<file path="config.mk">
export PLATFORM = sky130hd
export DESIGN_NAME = mul_fp_arbiter
export DESIGN_NICKNAME = d
export VERILOG_FILES = /design/src/rtl/mul_fp_arbiter.sv
export SDC_FILE = /design/constraint.sdc
export NUM_CORES = 2
export LEC_CHECK = 0
export CORE_MARGIN = 3
export CORE_UTILIZATION = 45
export DETAILED_ROUTE_END_ITERATION = 6
export PLACE_DENSITY_LB_ADDON = 0.08
export REMOVE_ABC_BUFFERS = 1
export SYNTH_ARGS = -nofsm -noshare
export SYNTH_HDL_FRONTEND = slang
export SYNTH_SLANG_ARGS = --single-unit
export TNS_END_PERCENT = 1
</file>
<file path="constraint.sdc">
create_clock -name clk -period 9.55 [get_ports clk]
set_clock_uncertainty 0.05 [all_clocks]
set_input_delay 2.3875 -clock clk [delete_from_list [all_inputs] [get_ports clk]]
set_output_delay 2.3875 -clock clk [all_outputs]
set_load 0.02 [all_outputs]
</file>
<file path="src/rtl/mul_fp_arbiter.sv">
// rtl/mul_fp_arbiter.sv - Round-robin sharing of one pipelined fp32 multiplier between requesters
//
// mul_fp: pipelined IEEE-754 single-precision multiply, q valid LATENCY cycles after a/b.
//   clk     in  clock
//   areset  in  synchronous active-high reset, flushes the result pipe
//   a, b    in  32-bit operands
//   q       out 32-bit product (round to nearest even, denormals flushed to zero)
//
// mul_fp_arbiter: round-robin issue of one multiply per cycle, tag pipe returns each product
// to its owner RSP_LAT = MUL_LATENCY+1 cycles after acceptance.
//   clk        in  clock
//   rst        in  synchronous active-high reset
//   req_valid  in  per-requester operand pair valid
//   req_ready  out one-hot grant, combinational
//   req_a/b    in  per-requester operands
//   rsp_valid  out one-hot one-cycle response pulse
//   rsp_data   out product, shared bus, holds between pulses
//   busy       out any multiply in flight, including the delivery cycle
//   ops_done   out wrapping count of delivered responses

module mul_fp #(
    parameter int LATENCY = 3
) (
    input  logic        clk,
    input  logic        areset,
    input  logic [31:0] a,
    input  logic [31:0] b,
    output logic [31:0] q
);
    function automatic logic [31:0] fp_mul(input logic [31:0] x, input logic [31:0] y);
        logic               s;
        logic [7:0]         ex;
        logic [7:0]         ey;
        logic [47:0]        prod;
        logic [22:0]        frac;
        logic [23:0]        mant;
        logic               guard;
        logic               sticky;
        logic signed [10:0] e;
        s    = x[31] ^ y[31];
        ex   = x[30:23];
        ey   = y[30:23];
        prod = {24'b0, 1'b1, x[22:0]} * {24'b0, 1'b1, y[22:0]};
        e    = $signed({3'b0, ex}) + $signed({3'b0, ey}) - 11'sd127;
        // Product of two [1,2) mantissas lies in [1,4); normalise by one bit if needed.
        if (prod[47]) begin
            frac   = prod[46:24];
            guard  = prod[23];
            sticky = |prod[22:0];
            e      = e + 11'sd1;
        end else begin
            frac   = prod[45:23];
            guard  = prod[22];
            sticky = |prod[21:0];
        end
        mant = {1'b0, frac} + {23'b0, guard & (sticky | frac[0])};
        // Rounding carry out leaves frac at zero, only the exponent moves.
        if (mant[23]) e = e + 11'sd1;
        if ((ex == 8'hFF && x[22:0] != '0) || (ey == 8'hFF && y[22:0] != '0))
            fp_mul = 32'h7FC0_0000;
        else if (ex == 8'hFF || ey == 8'hFF)
            fp_mul = (ex == 8'h00 || ey == 8'h00) ? 32'h7FC0_0000 : {s, 8'hFF, 23'b0};
        else if (ex == 8'h00 || ey == 8'h00)
            fp_mul = {s, 31'b0};
        else if (e >= 11'sd255)
            fp_mul = {s, 8'hFF, 23'b0};
        else if (e <= 11'sd0)
            fp_mul = {s, 31'b0};
        else
            fp_mul = {s, e[7:0], mant[22:0]};
    endfunction

    logic [31:0] pipe [LATENCY];

    always_ff @(posedge clk) begin
        if (areset) begin
            for (int i = 0; i < LATENCY; i++) pipe[i] <= '0;
        end else begin
            pipe[0] <= fp_mul(a, b);
            for (int i = 1; i < LATENCY; i++) pipe[i] <= pipe[i-1];
        end
    end

    assign q = pipe[LATENCY-1];
endmodule

module mul_fp_arbiter #(
    parameter int NUM_REQ     = 4,
    parameter int MUL_LATENCY = 3,
    parameter int CNT_W       = 16
) (
    input  logic                     clk,
    input  logic                     rst,
    input  logic [NUM_REQ-1:0]       req_valid,
    output logic [NUM_REQ-1:0]       req_ready,
    input  logic [NUM_REQ-1:0][31:0] req_a,
    input  logic [NUM_REQ-1:0][31:0] req_b,
    output logic [NUM_REQ-1:0]       rsp_valid,
    output logic [31:0]              rsp_data,
    output logic                     busy,
    output logic [CNT_W-1:0]         ops_done
);
    localparam int RSP_LAT = MUL_LATENCY + 1;
    localparam int IW      = $clog2(NUM_REQ);

    logic [IW-1:0]      ptr;
    logic [IW-1:0]      gnt_idx;
    logic               gnt_any;
    logic [31:0]        op_a;
    logic [31:0]        op_b;
    logic [31:0]        mul_q;
    logic [RSP_LAT-1:0] tag_vld;
    logic [IW-1:0]      tag_id [RSP_LAT];
    logic [NUM_REQ-1:0] dlv_onehot;

    // First valid requester at or after ptr, wrapping modulo NUM_REQ.
    always_comb begin
        gnt_any   = 1'b0;
        gnt_idx   = '0;
        req_ready = '0;
        if (!rst) begin
            for (int k = 0; k < NUM_REQ; k++) begin
                if (!gnt_any && req_valid[IW'((int'(ptr) + k) % NUM_REQ)]) begin
                    gnt_any = 1'b1;
                    gnt_idx = IW'((int'(ptr) + k) % NUM_REQ);
                end
            end
        end
        if (gnt_any) req_ready[gnt_idx] = 1'b1;
    end

    always_comb begin
        dlv_onehot = '0;
        dlv_onehot[tag_id[RSP_LAT-1]] = 1'b1;
    end

    always_ff @(posedge clk) begin
        if (rst) begin
            ptr       <= '0;
            op_a      <= '0;
            op_b      <= '0;
            tag_vld   <= '0;
            for (int i = 0; i < RSP_LAT; i++) tag_id[i] <= '0;
            rsp_valid <= '0;
            rsp_data  <= '0;
            ops_done  <= '0;
        end else begin
            // Tag stage 0 lines up with the operand register, the last stage with mul_q.
            tag_vld   <= {tag_vld[RSP_LAT-2:0], gnt_any};
            tag_id[0] <= gnt_idx;
            for (int i = 1; i < RSP_LAT; i++) tag_id[i] <= tag_id[i-1];
            if (gnt_any) begin
                op_a <= req_a[gnt_idx];
                op_b <= req_b[gnt_idx];
                ptr  <= (gnt_idx == IW'(NUM_REQ - 1)) ? '0 : gnt_idx + 1'b1;
            end
            rsp_valid <= tag_vld[RSP_LAT-1] ? dlv_onehot : '0;
            if (tag_vld[RSP_LAT-1]) begin
                rsp_data <= mul_q;
                ops_done <= ops_done + 1'b1;
            end
        end
    end

    assign busy = (|tag_vld) || (|rsp_valid);

    mul_fp #(.LATENCY(MUL_LATENCY)) u_mul (
        .clk    (clk),
        .areset (rst),
        .a      (op_a),
        .b      (op_b),
        .q      (mul_q)
    );
endmodule

</file>
==> metrics.txt <==
CTS sink count=226; commonest non-fill, non-tap cells in the layout=nand2_1 (617), inv_1 (584), fa_1 (483), clkdlybuf4s50_1 (317), and2_1 (258); part of the total power dissipated in the clock network=0.077; First-pass DRT Iterations=6; total power after layout=12.41 mW; clock latency reported for the late side of the worst-skew pair=0.57 ns; global-route wire length before repair=148.6 mm; Cell Int Power=5.819 mW; slew margin rel.=0.3372; Remaining DRCs=0; largest delay contributor family on the critical path=adder cells; startpoint of the most critical hold path=u_mul.pipe[1][8]; startpoint class of the critical path=flip-flop; pwr dens=336.2 nW/µm²; Max Clock Freq=0.1097 GHz; post-synthesis register bit count=226; most common cell after layout, fill and taps aside=nand2_1; Max Buffers Root-to-Sink=3; number of cell rows=95; via count of the first global-routing pass=26410; class of the tightest hold or removal check=flip-flop to flip-flop; total met3 wirelength after detailed routing=6.369 mm; count of inserted antenna diode cells=0; net count reported at finish=5017; relative contribution of sequential cells to total power=0.094; ports placed on the boundary=319; detailed-placement wirelength estimate=77.35 mm; number of levels the H-tree was split into=1; synthesized netlist cell count=3781; Cells after DPL=4976; final critical-path share of the clock period=0.9549; time the final worst path needs with I/O delays and setup=9.120 ns; worst vdd ir=0.0004225 V; mean routed wirelength per cell=18.58 µm; remaining antenna violation count after routing=0; clock tree root buffer cell=clkbuf_16; register area share after synthesis=0.1451; post-route met1 wirelength=43.81 mm; count of fill cells added during filler insertion=6494; highest metal used=met4; number of hold violations in the final report=0; RSZ-0062 raised after global routing=no; routed vias=26060; DR WL met2=41.04 mm; worst path required time=9.92 ns; Yosys Warn Count=0; layout cell share with drive strength beyond 1=0.06810; count of flip-flops with a built-in enable after synthesis=0; critical register-to-register path startpoint=op_b[19]; antenna violations before repair=2; synthesis-to-finish area growth=18.34%; Sw Share=0.5311; total global-route track usage=0.2551; static leakage=16.74 nW; switching power total=6.591 mW; CTS tree=built; CP peak stage delay=0.85 ns; post-detailed-route via-to-cell ratio=5.194; placement-stage worst setup slack=0.3382 ns; Finish-stage setup viols=0; maximum fanout along the worst path=22; combinational share of power=0.829; CP max-delay cell=dfxtp_1; placer's final routability congestion estimate=0.9358; maximum number of pins on one net before global-route repair=83; CTS Hold Bufs=0; summed area of non-filler cells in the final layout=36910 µm²; Worst Setup End Kind=flip-flop; Routed Wire Length=93.25 mm; count of input and output buffers=318; status=finished clean; Core Area=67870 µm²; netlist area before placement=31190 µm²; instance area after placement=36050 µm²; height of the chip=269.3 µm; post-synthesis average cell area=8.249 µm²; count of distinct cell types in the synthesized netlist=92; type of the worst setup path=flip-flop to flip-flop; proportion of synthesized flip-flops having asynchronous set or reset=0; post-route worst hold slack=0.3794 ns; final critical-path setup slack=0.4305 ns; die footprint=72510 µm²; buffer and inverter count on the worst path=7; TritonCTS Buffers=25; transition time of the tightest slew-check pin=0.9851 ns; Pins Over Slew Limit=0; Max-Cap Viols=0; starting utilization of the core area=0.4595; number of DRC markers after the initial detailed-route iteration=1763; die span in x=269.3 µm; end-of-flow core utilization=0.5438; sum of overflow across all layers after global routing=0; cell repeated most along the worst path=fa_1; Final TNS setup=0 ns; Setup Buffers After CTS=0; Critical path origin=op_b[19]; Clock Pin Slew Worst Setup and Hold Paths=0.06 ns; count of placed standard cells in the final layout, fillers left out=5018; flip-flop cell with the highest count after synthesis=dfxtp_1; critical path arrival=9.49 ns
layer usage:
metal / vias up / global-route usage
li1: 12570 / -
met1: 12660 / 0.3673
met2: 750 / 0.4034
met3: 91 / 0.04685
met4: 0 / 0.05110
met5: - / 0
Yosys cell counts, types with 63 or more instances:
cell      number  area, µm²
dfxtp_1      226       4524
a311oi_1      71      621.9
nor2b_1       76      475.5
ha_1         190       2377
nand2_1      618       2320
and2_1       258       1614
clkbuf_1     172      645.6
and3_1        79      494.2
nor2_1       242      908.4
inv_1        586       2200
fa_1         483       9669
xnor2_1       63      551.8
a21oi_1      158      790.8
layout make-up:
| type | instances | area, µm² | share of cell area |
|---|---|---|---|
| sequential | 226 | 4561 | 0.1236 |
| multi-input combinational | 2749 | 23640 | 0.6403 |
| clock buffer | 31 | 698.2 | 0.01891 |
| inverter | 589 | 2213 | 0.05996 |
| timing repair buffer | 491 | 4537 | 0.1229 |
| tap | 921 | 1152 | 0.03122 |
| clock inverter | 11 | 115.1 | 0.003119 |
kinds of logic (layout without fill, tap and decap cells):
group	count (synthesis)	count (layout)	share of synthesized area
buf+inv	806	1122	0.09860
xor+xnor	96	96	0.02696
fa+ha+maj	673	673	0.3862
simple gates	1481	1481	0.2282
compound gates	447	447	0.09776
flops	226	226	0.1451
mux	52	52	0.01721
repair_timing:
item / 4_1_cts / 5_1_grt
resized for setup: 0 / 29
setup endpoints to repair: 0 / 24
hold endpoints to repair: 0 / 0
worst paths after layout:
kind                       to  slack, ns  cells after the start
max          u_mul.pipe[0][0]       0.43                     32
min reg2reg  u_mul.pipe[2][8]       0.38                      1
min          u_mul.pipe[2][8]       0.38                      1
max reg2reg  u_mul.pipe[0][0]       0.43                     32
power by group through the flow:
stage / clock, mW / sequential [mW] / combinational [mW]
3_5_place_dp: 0 / 1.18 / 10.2
4_1_cts: 0.987 / 1.16 / 10.2
3_3_place_gp: 0 / 1.18 / 10.2
2_1_floorplan: 0 / 1.16 / 6.80
6_report: 0.955 / 1.16 / 10.3
5_1_grt: 1.02 / 1.17 / 11.6
sequential cells by signal (all words and copies together) (netlist names):
| signal | cells |
|---|---|
| op_a | 32 |
| op_b | 32 |
| ops_done | 16 |
| ptr | 2 |
| rsp_data | 32 |
| rsp_valid | 4 |
| tag_id | 8 |
| tag_vld | 4 |
| u_mul.pipe | 96 |
Power figures use the tool's default switching activity.
